## src/rtl/i2c_slave_responder_if.sv

```systemverilog
// Bus and user-side signal bundle for the I2C target responder.
// The slave modport is the responder's view; the master modport is the
// view of whatever owns the pads and the user data path.
interface i2c_slave_responder_if;
  logic       scl_i;
  logic       sda_i;
  logic       scl_oe;
  logic       sda_oe;
  logic [7:0] wr_data;
  logic       wr_valid;
  logic       rd_req;
  logic [7:0] rd_data;
  logic       rd_valid;
  logic       busy;
  logic       start_det;
  logic       stop_det;
  logic       nack_rcvd;

  modport slave (
    input  scl_i,
    input  sda_i,
    input  rd_data,
    input  rd_valid,
    output scl_oe,
    output sda_oe,
    output wr_data,
    output wr_valid,
    output rd_req,
    output busy,
    output start_det,
    output stop_det,
    output nack_rcvd
  );

  modport master (
    output scl_i,
    output sda_i,
    output rd_data,
    output rd_valid,
    input  scl_oe,
    input  sda_oe,
    input  wr_data,
    input  wr_valid,
    input  rd_req,
    input  busy,
    input  start_det,
    input  stop_det,
    input  nack_rcvd
  );
endinterface

```

## src/rtl/i2c_slave_responder.sv

```systemverilog
// I2C target: detects START/STOP, matches a 7-bit address, ACKs written
// bytes and hands them to user logic, and serves read bytes fetched from
// user logic while stretching SCL until the byte is available.
// SCL/SDA are oversampled by clk; every decision uses the synchronized copy.
module i2c_slave_responder #(
  parameter logic [6:0] SLAVE_ADDR  = 7'h22,
  parameter int         SYNC_STAGES = 2
) (
  input  logic                 clk,
  input  logic                 rst,
  i2c_slave_responder_if.slave bus
);

  typedef enum logic [3:0] {
    IDLE      = 4'd0,
    ADDR      = 4'd1,
    ADDR_ACK  = 4'd2,
    WR_BYTE   = 4'd3,
    WR_ACK    = 4'd4,
    RD_FETCH  = 4'd5,
    RD_BYTE   = 4'd6,
    RD_ACK    = 4'd7,
    IGNORE    = 4'd8,
    WAIT_STOP = 4'd9
  } state_e;

  // Synchronizer chains and one history flop each for edge detection.
  logic [SYNC_STAGES-1:0] scl_sync_q;
  logic [SYNC_STAGES-1:0] sda_sync_q;
  logic                   scl_hist_q;
  logic                   sda_hist_q;

  // Protocol state.
  state_e     state_q,   state_d;
  logic [3:0] cnt_q,     cnt_d;
  logic [7:0] shift_q,   shift_d;
  logic       rw_q,      rw_d;

  // Registered outputs.
  logic       sda_oe_q,   sda_oe_d;
  logic       scl_oe_q,   scl_oe_d;
  logic [7:0] wr_data_q,  wr_data_d;
  logic       wr_valid_q, wr_valid_d;
  logic       rd_req_q,   rd_req_d;
  logic       busy_q,     busy_d;
  logic       start_q,    start_d;
  logic       stop_q,     stop_d;
  logic       nack_q,     nack_d;

  // Decoded bus events, all in the synchronized domain.
  logic       scl_s;
  logic       sda_s;
  logic       scl_rise;
  logic       scl_fall;
  logic       start_cond;
  logic       stop_cond;
  logic [7:0] byte_in;

  assign scl_s      = scl_sync_q[SYNC_STAGES-1];
  assign sda_s      = sda_sync_q[SYNC_STAGES-1];
  assign scl_rise   = scl_s & ~scl_hist_q;
  assign scl_fall   = ~scl_s & scl_hist_q;
  // SDA edges only count as START/STOP when SCL was high on both samples,
  // so a data change right at an SCL falling edge is never misread.
  assign start_cond = scl_s & scl_hist_q & sda_hist_q & ~sda_s;
  assign stop_cond  = scl_s & scl_hist_q & ~sda_hist_q & sda_s;
  // Byte as it will look once the current SDA sample is shifted in (MSB first).
  assign byte_in    = {shift_q[6:0], sda_s};

  // Synchronize the bus inputs; preset high so reset looks like an idle bus.
  always_ff @(posedge clk or negedge rst) begin
    if (!rst) begin
      scl_sync_q <= '1;
      sda_sync_q <= '1;
      scl_hist_q <= 1'b1;
      sda_hist_q <= 1'b1;
    end else begin
      scl_sync_q <= {scl_sync_q[SYNC_STAGES-2:0], bus.scl_i};
      sda_sync_q <= {sda_sync_q[SYNC_STAGES-2:0], bus.sda_i};
      scl_hist_q <= scl_s;
      sda_hist_q <= sda_s;
    end
  end

  // State and output registers; async clear releases the bus immediately.
  always_ff @(posedge clk or negedge rst) begin
    if (!rst) begin
      state_q    <= IDLE;
      cnt_q      <= 4'd0;
      shift_q    <= 8'd0;
      rw_q       <= 1'b0;
      sda_oe_q   <= 1'b0;
      scl_oe_q   <= 1'b0;
      wr_data_q  <= 8'd0;
      wr_valid_q <= 1'b0;
      rd_req_q   <= 1'b0;
      busy_q     <= 1'b0;
      start_q    <= 1'b0;
      stop_q     <= 1'b0;
      nack_q     <= 1'b0;
    end else begin
      state_q    <= state_d;
      cnt_q      <= cnt_d;
      shift_q    <= shift_d;
      rw_q       <= rw_d;
      sda_oe_q   <= sda_oe_d;
      scl_oe_q   <= scl_oe_d;
      wr_data_q  <= wr_data_d;
      wr_valid_q <= wr_valid_d;
      rd_req_q   <= rd_req_d;
      busy_q     <= busy_d;
      start_q    <= start_d;
      stop_q     <= stop_d;
      nack_q     <= nack_d;
    end
  end

  // Next-state and output decode; START/STOP override any bit processing.
  always_comb begin
    state_d    = state_q;
    cnt_d      = cnt_q;
    shift_d    = shift_q;
    rw_d       = rw_q;
    sda_oe_d   = sda_oe_q;
    scl_oe_d   = scl_oe_q;
    wr_data_d  = wr_data_q;
    wr_valid_d = 1'b0;
    rd_req_d   = rd_req_q;
    busy_d     = busy_q;
    start_d    = 1'b0;
    stop_d     = 1'b0;
    nack_d     = 1'b0;

    if (start_cond) begin
      state_d  = ADDR;
      cnt_d    = 4'd0;
      sda_oe_d = 1'b0;
      scl_oe_d = 1'b0;
      rd_req_d = 1'b0;
      busy_d   = 1'b0;
      start_d  = 1'b1;
    end else if (stop_cond) begin
      state_d  = IDLE;
      cnt_d    = 4'd0;
      sda_oe_d = 1'b0;
      scl_oe_d = 1'b0;
      rd_req_d = 1'b0;
      busy_d   = 1'b0;
      stop_d   = 1'b1;
    end else begin
      unique case (state_q)
        IDLE: begin
          sda_oe_d = 1'b0;
          scl_oe_d = 1'b0;
        end

        ADDR: begin
          if (scl_rise) begin
            shift_d = byte_in;
            cnt_d   = cnt_q + 4'd1;
            if (cnt_q == 4'd7) begin
              cnt_d = 4'd0;
              if (byte_in[7:1] == SLAVE_ADDR) begin
                state_d = ADDR_ACK;
                busy_d  = 1'b1;
                rw_d    = byte_in[0];
              end else begin
                state_d = IGNORE;
              end
            end
          end
        end

        // The ACK slot spans two falling edges: the first one grabs SDA,
        // the second one releases it and moves on to the data phase.
        ADDR_ACK, WR_ACK: begin
          if (scl_fall) begin
            if (!sda_oe_q) begin
              sda_oe_d = 1'b1;
            end else begin
              sda_oe_d = 1'b0;
              cnt_d    = 4'd0;
              if (state_q == WR_ACK || !rw_q) begin
                state_d = WR_BYTE;
              end else begin
                // SCL is low right now, so holding it here stretches the
                // low phase until user logic supplies the byte.
                state_d  = RD_FETCH;
                rd_req_d = 1'b1;
                scl_oe_d = 1'b1;
              end
            end
          end
        end

        WR_BYTE: begin
          if (scl_rise) begin
            shift_d = byte_in;
            cnt_d   = cnt_q + 4'd1;
            if (cnt_q == 4'd7) begin
              cnt_d      = 4'd0;
              wr_data_d  = byte_in;
              wr_valid_d = 1'b1;
              state_d    = WR_ACK;
            end
          end
        end

        RD_FETCH: begin
          if (rd_req_q && bus.rd_valid) begin
            // MSB goes straight to the pad; the rest is kept with a trailing
            // 1 so that shift_q[7] is always the next bit to present.
            shift_d  = {bus.rd_data[6:0], 1'b1};
            sda_oe_d = ~bus.rd_data[7];
            rd_req_d = 1'b0;
            scl_oe_d = 1'b0;
            cnt_d    = 4'd0;
            state_d  = RD_BYTE;
          end
        end

        RD_BYTE: begin
          if (scl_fall) begin
            cnt_d = cnt_q + 4'd1;
            if (cnt_q == 4'd7) begin
              cnt_d    = 4'd0;
              sda_oe_d = 1'b0;
              state_d  = RD_ACK;
            end else begin
              sda_oe_d = ~shift_q[7];
              shift_d  = {shift_q[6:0], 1'b1};
            end
          end
        end

        // cnt_q marks that an ACK was seen on the 9th rising edge, so the
        // following falling edge starts the next fetch.
        RD_ACK: begin
          if (scl_rise && cnt_q == 4'd0) begin
            if (sda_s) begin
              nack_d  = 1'b1;
              busy_d  = 1'b0;
              state_d = WAIT_STOP;
            end else begin
              cnt_d = 4'd1;
            end
          end else if (scl_fall && cnt_q == 4'd1) begin
            cnt_d    = 4'd0;
            state_d  = RD_FETCH;
            rd_req_d = 1'b1;
            scl_oe_d = 1'b1;
          end
        end

        IGNORE, WAIT_STOP: begin
          sda_oe_d = 1'b0;
          scl_oe_d = 1'b0;
          rd_req_d = 1'b0;
        end

        default: begin
          state_d  = IDLE;
          sda_oe_d = 1'b0;
          scl_oe_d = 1'b0;
          rd_req_d = 1'b0;
          busy_d   = 1'b0;
        end
      endcase
    end
  end

  assign bus.scl_oe    = scl_oe_q;
  assign bus.sda_oe    = sda_oe_q;
  assign bus.wr_data   = wr_data_q;
  assign bus.wr_valid  = wr_valid_q;
  assign bus.rd_req    = rd_req_q;
  assign bus.busy      = busy_q;
  assign bus.start_det = start_q;
  assign bus.stop_det  = stop_q;
  assign bus.nack_rcvd = nack_q;

endmodule

```

## src/flat_wrapper.sv

```systemverilog
// flat-port wrapper written by rule: the top's interface ports become plain ports
module i2c_slave_responder_flat 
#(
  parameter logic [6:0] SLAVE_ADDR  = 7'h22,
  parameter int         SYNC_STAGES = 2
)
  (clk, rst, bus_scl_i, bus_sda_i, bus_rd_data, bus_rd_valid, bus_scl_oe, bus_sda_oe, bus_wr_data, bus_wr_valid, bus_rd_req, bus_busy, bus_start_det, bus_stop_det, bus_nack_rcvd);
  i2c_slave_responder_if bus_i ();
  input  logic clk;
  input  logic rst;
  input wire logic [$bits(bus_i.scl_i)-1:0] bus_scl_i;
  input wire logic [$bits(bus_i.sda_i)-1:0] bus_sda_i;
  input wire logic [$bits(bus_i.rd_data)-1:0] bus_rd_data;
  input wire logic [$bits(bus_i.rd_valid)-1:0] bus_rd_valid;
  output wire logic [$bits(bus_i.scl_oe)-1:0] bus_scl_oe;
  output wire logic [$bits(bus_i.sda_oe)-1:0] bus_sda_oe;
  output wire logic [$bits(bus_i.wr_data)-1:0] bus_wr_data;
  output wire logic [$bits(bus_i.wr_valid)-1:0] bus_wr_valid;
  output wire logic [$bits(bus_i.rd_req)-1:0] bus_rd_req;
  output wire logic [$bits(bus_i.busy)-1:0] bus_busy;
  output wire logic [$bits(bus_i.start_det)-1:0] bus_start_det;
  output wire logic [$bits(bus_i.stop_det)-1:0] bus_stop_det;
  output wire logic [$bits(bus_i.nack_rcvd)-1:0] bus_nack_rcvd;
  assign bus_i.scl_i = bus_scl_i;
  assign bus_i.sda_i = bus_sda_i;
  assign bus_i.rd_data = bus_rd_data;
  assign bus_i.rd_valid = bus_rd_valid;
  assign bus_scl_oe = bus_i.scl_oe;
  assign bus_sda_oe = bus_i.sda_oe;
  assign bus_wr_data = bus_i.wr_data;
  assign bus_wr_valid = bus_i.wr_valid;
  assign bus_rd_req = bus_i.rd_req;
  assign bus_busy = bus_i.busy;
  assign bus_start_det = bus_i.start_det;
  assign bus_stop_det = bus_i.stop_det;
  assign bus_nack_rcvd = bus_i.nack_rcvd;
  i2c_slave_responder #(.SLAVE_ADDR(SLAVE_ADDR), .SYNC_STAGES(SYNC_STAGES)) u_core (.clk(clk), .rst(rst), .bus(bus_i));
endmodule
```

## config.mk

```make
export PLATFORM = sky130hd
export DESIGN_NAME = i2c_slave_responder_flat
export DESIGN_NICKNAME = d
export VERILOG_FILES = /design/src/rtl/i2c_slave_responder_if.sv /design/src/rtl/i2c_slave_responder.sv /design/src/flat_wrapper.sv
export SDC_FILE = /design/constraint.sdc
export NUM_CORES = 1
export LEC_CHECK = 0
export CAP_MARGIN = 15
export CORE_MARGIN = 5
export CORE_UTILIZATION = 55
export CTS_CLUSTER_DIAMETER = 60
export CTS_CLUSTER_SIZE = 12
export DETAILED_ROUTE_END_ITERATION = 8
export PLACE_DENSITY = 0.91
export SLEW_MARGIN = 0
export SYNTH_ARGS = -nofsm -noshare
export SYNTH_HDL_FRONTEND = slang
export SYNTH_SLANG_ARGS = --single-unit
```

## constraint.sdc

```tcl
create_clock -name clk -period 5.1 [get_ports clk]
set_input_delay 1.02 -clock clk [delete_from_list [all_inputs] [get_ports clk]]
set_output_delay 1.02 -clock clk [all_outputs]
set_load 0.01 [all_outputs]
```

==> reports/results.ini <==
[floorplan]
fp-row-count = 23
die_h_um = 73.3
die_w_um = 73.3
core_um2 = 3940
fp.dieArea_um2 = 5380
start_util = 0.560
ios = 29

[drt]
drc = 0
drt_pass1_iterations = 7
drt-initial-drc-count = 235
wirelength_um = 5410
dr_total_vias = 1841
vias_per_cell = 6.39
wl_per_cell_um = 18.8
drtAntennaViolNets = 0

[grt]
antenna_found_initial = 0
grt_pass1_wl_um = 8690
grt_pass1_vias = 1832
track_usage = 0.213
grt_max_degree = 40
gr-total-overflow = 0

[worst_setup_path]
critPathCaptureType = flip-flop
path_cells = clkdlybuf4s50_1 -> nand2_1 -> and2_4 -> o41a_1 -> nor2_1 -> mux2i_1
path_buf_inv = 1
cpLargestDelayFamily = simple AND/OR/NAND/NOR gates
path_max_fanout = 4
cp_slowest_cell = o41a_1
start_kind = primary input
worstPathArrival_ps = 2730
crit_type = primary input to flip-flop
required_ps = 5310
critPathMaxStageDelay_ps = 460

[synthesis]
synthTopCellsByCount = dfrtp_1, mux2_2, nand2_1, nor2_1, inv_1
yosys-top-cells-area = dfrtp_1, mux2_2, dfstp_2
synth_cells = 209
syn_area_um2 = 2210
syn_nets = 225
synth.largest_area_cell = dfrtp_1
synth_warnings = 0
synth-edff-count = 0
ys_seq_area_frac = 0.446
syn_area_per_cell_um2 = 10.6
yosysUniqueCellTypes = 57
ys.flop_type = dfrtp_1
synth_top_area_frac = 0.374
synth_seq_cells = 39
async_reset_ff_frac = 1.00
synth_most_common_cell = dfrtp_1

[power_and_ir_drop]
powerDensity_nw_per_um2 = 273
leakagePower_nw = 1.17
power_frac_comb = 0.101
vdd_drop_max_uv = 146
clock_power_share = 0.424
seq_power_share = 0.475
power.switching_mw = 0.166
internal_power_mw = 0.556
swShare = 0.230
finalPower_mw = 0.722

[clocking]
clkTransAtPathRegs_ps = 80
clockRootBuffer = clkbuf_8
ctsHtreeMaxLevel = 2
cts_tree = yes
cts_resized = 0
clk_latency_ps = 290
numCtsBuffers = 5
cts_sinks = 39
hold_buffers = 0
post_cts_buffers = 0
clk_path_buf_depth = 2

[sta]
tightest_slew_ps = 852
finalSetupViolations = 0
fin_crit_sh = 0.494
layout_setup_ws_ps = 2580
drv_slew = 0
rsz0062_at_grt = false
finalCriticalPeriod_ps = 2520
finalSetupTns_ps = 0
final_hold_viol_count = 0
max_freq_mhz = 397
final.setup_skew_ps = 4.61
relSlewSlack = 0.432

[finish]
diodes = 0
area_delta_synth_final_pct = 20.0
nets = 253
final_util = 0.672
drive_above_1_share = 0.185

[placement]
numPortBuffers = 28
gp_congestion = 0.944
hpwl_um = 3810
pre_cts_ws_ps = 2300

[job]
maxCapViolations = 0

[status]
outcome = finished clean

[hold_path]
min_path_type = flip-flop to flip-flop

-- logic make-up (layout without fill, tap and decap cells) --
logic type / after synthesis / count (layout) / share of synthesized area
adder cells (fa/ha/maj): 4 / 4 / 0.0215
flip-flops: 39 / 39 / 0.446
XOR/XNOR: 2 / 2 / 0.00794
AO/OA/AOI/OAI: 49 / 49 / 0.165
multiplexers: 26 / 26 / 0.130
AND/OR/NAND/NOR: 71 / 71 / 0.196
buffers and inverters: 18 / 47 / 0.0340
-- final timing paths --
| check | start | depth (start not counted) | slack, ps | to |
|---|---|---|---|---|
| min in group asynchronous | rst | 1 | 830 | u_core.bus.wr_data[7] |
| max reg2reg | u_core.state_q[2] | 5 | 2680 | u_core.state_q[0] |
| max in group asynchronous | rst | 1 | 3740 | u_core.bus.wr_data[0] |
| min reg2reg | u_core.sda_sync_q[0] | 0 | 360 | u_core.sda_sync_q[1] |
| max | bus_rd_valid | 6 | 2580 | u_core.cnt_q[0] |
| min | u_core.sda_sync_q[0] | 0 | 360 | u_core.sda_sync_q[1] |
-- routing by layer --
| layer | track usage | vias up | wire length, um |
|---|---|---|---|
| met3 | 0.0397 | 19 | 501 |
| li1 | - | 832 | - |
| met4 | 0.109 | 0 | 167 |
| met1 | 0.260 | 882 | 2050 |
| met2 | 0.358 | 108 | 2690 |
| met5 | 0 | - | 0 |
-- metrics by stage --
stage / area, um2 / cells / hold WS [ps]
2_1_floorplan: 2210 / 209 / 345
3_3_place_gp: 2510 / 280 / 346
3_5_place_dp: 2510 / 280 / 347
4_1_cts: 2650 / 288 / 358
5_1_grt: 2650 / 288 / 367
6_report: 2650 / 288 / 358
-- flip-flops by register name (all words and copies together) (netlist names), 2 cells and up --
register            count
u_core.sda_sync_q       2
u_core.cnt_q            4
u_core.state_q          4
u_core.shift_q          8
u_core.bus.wr_data      8
u_core.scl_sync_q       2
-- power by group through the flow --
stage                     clock network (mW)  logic [mW]  registers (mW)
after floorplan                            0      0.0471           0.340
after global placement                     0      0.0675           0.346
after detailed placement                   0      0.0711           0.348
after CTS                              0.309      0.0729           0.343
after global routing                   0.317      0.0804           0.345
final                                  0.306      0.0730           0.343
-- cell usage in the layout, fill, tap and decap left out, types with 3 or more instances in the layout --
cell type,n
a21oi_1,7
a22o_1,3
clkbuf_8,5
clkdlybuf4s50_1,27
dfrtp_1,33
dfstp_2,6
ha_1,3
inv_1,10
mux2_2,20
mux2i_1,5
nand2_1,15
nand2b_1,5
nand3_1,7
nand3b_1,3
nor2_1,15
nor2b_1,4
o211ai_1,4
o21ai_0,9
o31ai_1,4
o32ai_1,3
-- cell type report --
cell class,instances,area [um2]
multi-input combinational,152,1150
tap,50,62.6
inverter,10,37.5
timing repair buffer,29,283
clock buffer,6,72.6
clock inverter,2,60.1
sequential,39,983
fill,303,1290
-- worst reg2reg max path, cell delays in order, from the launching register on --
cell	delay, ps
dfrtp_1	780
nor4bb_1	580
and2_4	260
a211o_1	150
o21a_1	220
mux2_1	340
No activity file was read; power rests on OpenSTA's default activity.
